File: src/rtl/ddma_tx_injector.sv
// ddma_tx_injector: DDMA-side packet transmitter into a router local port.
// A host fills a payload FIFO and then issues start with dest/size. The block
// sends a header flit, a size flit and the payload flits under credit flow control.
// Optional feature macro: DDMA_TX_OVF_EN. When it is defined, ovf is a sticky flag
// for dropped FIFO writes. When it is undefined, ovf is tied low.
module ddma_tx_injector #(
    parameter int FLIT_WIDTH = 16,
    parameter int FIFO_DEPTH = 16
) (
    input  logic                          clock,
    input  logic                          reset,
    output logic                          clock_rx,
    output logic                          rx,
    output logic [FLIT_WIDTH-1:0]         data_i,
    input  logic                          credit_o,
    input  logic                          fifo_wr,
    input  logic [FLIT_WIDTH-1:0]         fifo_data,
    output logic                          fifo_full,
    output logic [$clog2(FIFO_DEPTH):0]   fifo_count,
    input  logic                          start,
    input  logic [FLIT_WIDTH-1:0]         dest,
    input  logic [FLIT_WIDTH-1:0]         size,
    output logic                          busy,
    output logic                          done,
    output logic                          ovf
);

    localparam int AW = $clog2(FIFO_DEPTH);

    typedef enum logic [2:0] {IDLE, HEADER, SIZE, PAYLOAD, DONE} state_t;

    state_t                state_q, state_n;
    logic                  rx_q, rx_n;
    logic [FLIT_WIDTH-1:0] data_q, data_n;
    logic [FLIT_WIDTH-1:0] rem_q, rem_n;
    logic [FLIT_WIDTH-1:0] rem_left;
    logic [FLIT_WIDTH-1:0] size_q;

    logic [FLIT_WIDTH-1:0] mem [FIFO_DEPTH];
    logic [AW-1:0]         wr_ptr, rd_ptr;
    logic [AW:0]           count_q;
    logic                  fifo_empty, push, pop, avail, xfer;
    logic [FLIT_WIDTH-1:0] head;

    assign clock_rx   = clock;
    assign rx         = rx_q;
    assign data_i     = data_q;
    assign fifo_count = count_q;
    assign fifo_empty = (count_q == '0);
    assign fifo_full  = (count_q == (AW+1)'(FIFO_DEPTH));
    assign busy       = (state_q == HEADER) || (state_q == SIZE) || (state_q == PAYLOAD);
    assign done       = (state_q == DONE);

    // A write into a full FIFO is dropped, even if a pop happens on the same edge.
    assign push  = fifo_wr && !fifo_full;
    // An empty FIFO forwards the incoming write straight to the output.
    // This lets an underrun recover on the cycle right after the write.
    assign avail = !fifo_empty || push;
    assign head  = fifo_empty ? fifo_data : mem[rd_ptr];
    assign xfer  = rx_q && credit_o;
    assign rem_left = xfer ? rem_q - FLIT_WIDTH'(1) : rem_q;

    // Payload storage: write port only
    // NOTE: the array has no reset; the pointers and the count define its valid contents.
    always_ff @(posedge clock) begin
        if (push) mem[wr_ptr] <= fifo_data;
    end

    // FIFO pointers and occupancy count
    // NOTE: non-blocking assignments so every register samples pre-edge values.
    always_ff @(posedge clock or posedge reset) begin
        if (reset) begin
            wr_ptr  <= '0;
            rd_ptr  <= '0;
            count_q <= '0;
        end else begin
            if (push) wr_ptr <= wr_ptr + AW'(1);
            if (pop)  rd_ptr <= rd_ptr + AW'(1);
            case ({push, pop})
                2'b10:   count_q <= count_q + (AW+1)'(1);
                2'b01:   count_q <= count_q - (AW+1)'(1);
                default: count_q <= count_q;
            endcase
        end
    end

    // Next-state, next-output and FIFO pop decision
    // NOTE: every output gets a default first, so no latches are inferred.
    always_comb begin
        state_n = state_q;
        rx_n    = rx_q;
        data_n  = data_q;
        rem_n   = rem_q;
        pop     = 1'b0;
        case (state_q)
            IDLE: begin
                if (start) begin
                    rx_n    = 1'b1;
                    data_n  = dest;
                    rem_n   = size;
                    state_n = HEADER;
                end
            end
            HEADER: begin
                if (xfer) begin
                    data_n  = size_q;
                    state_n = SIZE;
                end
            end
            SIZE: begin
                if (xfer) begin
                    if (rem_q == '0) begin
                        rx_n    = 1'b0;
                        state_n = DONE;
                    end else begin
                        state_n = PAYLOAD;
                        if (avail) begin
                            pop    = 1'b1;
                            rx_n   = 1'b1;
                            data_n = head;
                        end else begin
                            rx_n = 1'b0;
                        end
                    end
                end
            end
            PAYLOAD: begin
                rem_n = rem_left;
                if (!rx_q || xfer) begin
                    if (rem_left == '0) begin
                        rx_n    = 1'b0;
                        state_n = DONE;
                    end else if (avail) begin
                        pop    = 1'b1;
                        rx_n   = 1'b1;
                        data_n = head;
                    end else begin
                        rx_n = 1'b0;
                    end
                end
            end
            DONE:    state_n = IDLE;
            default: state_n = IDLE;
        endcase
    end

    // State, output-slot and packet counters
    always_ff @(posedge clock or posedge reset) begin
        if (reset) begin
            state_q <= IDLE;
            rx_q    <= 1'b0;
            data_q  <= '0;
            rem_q   <= '0;
            size_q  <= '0;
        end else begin
            state_q <= state_n;
            rx_q    <= rx_n;
            data_q  <= data_n;
            rem_q   <= rem_n;
            if (state_q == IDLE && start) size_q <= size;
        end
    end

`ifdef DDMA_TX_OVF_EN
    logic ovf_q;
    // Sticky overflow: set by any dropped write, cleared only by reset
    always_ff @(posedge clock or posedge reset) begin
        if (reset)                     ovf_q <= 1'b0;
        else if (fifo_wr && fifo_full) ovf_q <= 1'b1;
    end
    assign ovf = ovf_q;
`else
    assign ovf = 1'b0;
`endif

endmodule

File: config.mk
export PLATFORM = sky130hd
export DESIGN_NAME = ddma_tx_injector
export DESIGN_NICKNAME = d
export VERILOG_FILES = /design/src/rtl/ddma_tx_injector.sv
export SDC_FILE = /design/constraint.sdc
export NUM_CORES = 1
export LEC_CHECK = 0
export ABC_AREA = 0
export CAP_MARGIN = 0
export CORE_MARGIN = 5
export CORE_UTILIZATION = 50
export CTS_BUF_LIST = sky130_fd_sc_hd__clkbuf_4
export DETAILED_ROUTE_END_ITERATION = 16
export PLACE_DENSITY = 0.81
export SYNTH_ARGS = -nofsm -noshare
export SYNTH_HDL_FRONTEND = slang
export SYNTH_SLANG_ARGS = --single-unit
File: constraint.sdc
create_clock -name clock -period 4.2 [get_ports clock]
set_input_delay 1.26 -clock clock [delete_from_list [all_inputs] [get_ports clock]]
set_output_delay 1.26 -clock clock [all_outputs]
set_load 0.1 [all_outputs]
==> summary.txt, run 1 <==
Final Hold Vio Count: 0
Tightest Pin Transition: 1.19 ns
GPL Wtd Cong: 0.912
WP data arrival: 2.91 ns
post-synthesis sequential area ratio: 0.688
Synth cell types: 66
Seq pwr share: 0.380
post-synth net total: 869
final WL: 30,100 um
CTS tree: built
Power Internal: 7.50 mW
yosys warns: 0
Inst Count DP: 1,228
switching power: 4.49 mW
Skew-Pair Late Insertion Delay: 0.79 ns
Critical Path RT: 2.94 ns
antenna viol nets, final: 0
Post-synth EDFFs: 256
Pre-antenna DRT Iters: 5
Die Y: 175 um
maxcap violations: 0
Cells after Synth: 805
final core utilization: 0.600
clock network fraction of design power: 0.228
Chip Width: 175 um
Final setup viols: 0
reg2reg path depth: 16
Yosys reg bits: 321
clock-pin slew of the registers on the worst-case setup and hold paths: 0.06 ns
DRC: 0
critical path cell sequence: clkbuf_4, clkbuf_4, dlygate4sd2_1
Initial Util: 0.505
input/output buffers: 78
DR vias: 8,110
status: finished, final reports clean
Pins Over Slew Limit: 0
CP endpoint: clock_rx
Reg-to-Reg Start: rem_q[2]
switching part of the total power: 0.375
reg-to-reg endpoint: fifo_count[4]
Setup Fix Bufs, Post-CTS: 0
Initial DRC Count: 978
TNS Setup: 0 ns
layout cells sized above 1: 0.309
mean post-synth cell area: 16.8 um2
CP Class: clock port to output port
FFs w/ async S/R, synth: 0.202
P per Cell Area: 745 mW/mm2
Via density: 5.90
peak supply drop: 0.417 mV
synthesized area: 0.0135 mm2
Setup crit end kind: output port
Place WS: -0.599 ns
CP top delay family: buffers and inverters
Worst Skew: 0.0474 ns
static leakage: 5.81 nW
fin nets: 1,034
fin cells: 1,375
GRT overflow: 0
# rows: 60
hold buffers post-CTS: 0
CP Launch Type: clock port
first-pass GRT wire length: 47,600 um
worst path bufs/invs: 3
Core ar.: 0.0268 mm2
Area Overhead vs Synth: 18.9%
final worst slack: 0.0277 ns
GRT Util Overall: 0.200
# IOs: 80
largest net degree at the start of global routing: 51
unrepaired setup endpoints after global routing: no
Final HPWL DP: 19,600 um
Worst Hold Class: register to register
internal reg-to-reg setup slack: 0.29 ns
cell repeated most along the worst path: clkbuf_4
Worst path max stage delay: 0.58 ns
die area: 0.0305 mm2
WL per Instance: 21.9 um
antenna violations before repair: 1
slowest cell on the critical path: dlygate4sd2_1
worst-path fanout max: 4
Main synth FF type: edfxtp_1
CP startpoint: clock
CP Depth: 3
vias in the first global route: 8,497
Combinational Power Share: 0.392
Slew HR: 0.203
[worst min path at each step]
stage / start / end / depth (start not counted)
after global placement: size_q[2] / size_q[2] / 2
after detailed placement: size_q[9] / size_q[9] / 2
after global routing: size_q[2] / size_q[2] / 2
final: size_q[9] / size_q[9] / 2
after floorplan: size_q[2] / size_q[2] / 2
after CTS: size_q[2] / size_q[2] / 2
[power by group through the flow]
| stage | clock network [mW] | registers [mW] | logic (mW) |
|---|---|---|---|
| 6_report | 2.74 | 4.56 | 4.70 |
| 5_1_grt | 3.01 | 4.61 | 5.02 |
| 4_1_cts | 2.81 | 4.54 | 4.70 |
| 3_5_place_dp | 0.0935 | 4.60 | 4.68 |
| 3_3_place_gp | 0.0935 | 4.57 | 4.57 |
| 2_1_floorplan | 0.0899 | 5.01 | 2.94 |
[layout by cell type, fill, tap and decap left out, drive strengths merged, types with 19 or more instances in the layout]
cell type	instances
mux4	64
mux2	49
buf	52
dfrtp	65
clkinv	19
edfxtp	256
clkdlybuf4s50	74
nor2	31
nand2	90
clkbuf	122
[worst min-delay path, stage by stage (launching register included)]
cell and delay (ns):
dfrtp_1 0.35, nand2_1 0.05, nand2_1 0.06
[metal layers]
layer / track usage / routed length, um
met3: 0.0502 / 2410
met1: 0.264 / 12100
met5: 0 / 0
met2: 0.330 / 15000
met4: 0.0668 / 614
[flip-flops by register name (all words and copies together), names as in the netlist]
| signal | flops |
|---|---|
| fifo_count | 5 |
| size_q | 16 |
| rem_q | 16 |
| wr_ptr | 4 |
| mem | 256 |
| rd_ptr | 4 |
| rx | 1 |
| data_i | 16 |
| state_q | 3 |
[repair_timing]
item	CTS	global route
pin swaps	0	1
setup endpoints to repair	1	2
endpoints found under the hold margin	0	0
gates resized for setup	1	4
[logic make-up (layout without fill, tap and decap cells)]
family,after synthesis,in the layout,synth area share
buffers and inverters,60,287,0.0199
muxes,114,114,0.151
and+or+nand+nor,189,189,0.0656
xor gates and xnor gates,14,14,0.00906
AOI/OAI and AO/OA,95,95,0.0556
adders and majority gates,11,11,0.0107
DFF,321,321,0.688
other,1,3,0.000277
[synth_stat cells, types with 13 or more instances]
cell type,number,area share
nor2_1,31,0.0086
edfxtp_1,256,0.57
dfrtp_1,65,0.12
nand2_1,89,0.025
a22oi_1,16,0.0089
mux2_2,39,0.032
inv_1,14,0.0039
a222oi_1,16,0.012
clkbuf_1,25,0.0069
nand3_1,13,0.0048
o21ai_0,14,0.0052
mux4_2,64,0.11
[metrics by stage]
stage	area, um2	total power, mW	hold slack, ns
floorplan	13500	8.04	0.445
global placement	15000	9.24	0.459
detailed placement	15000	9.37	0.470
CTS	16100	12.0	0.489
global route	16100	12.7	0.520
finish	16100	12.0	0.486
[cell type report]
type | instances | area [um2]
Timing Repair Buffer | 126 | 1180
Multi-Input combinational cell | 424 | 4020
Fill cell | 1900 | 10700
Inverter | 15 | 56.3
Antenna cell | 2 | 5.00
Sequential cell | 321 | 9320
Clock buffer | 123 | 925
Clock inverter | 23 | 158
Tap cell | 341 | 427
No activity file was read; power rests on OpenSTA's default activity.
==> inputs of run 2 (changes only) <==
- ABC_CLOCK_PERIOD_IN_PS: not set -> 4200
==> results of run 2 <==
Final layout, timing and power as in run 1 (identical DEF).
==> inputs of run 3 (changes only) <==
- CAP_MARGIN: 0 -> 10
==> results of run 3 <==
Final layout, timing and power as in run 1 (identical DEF).
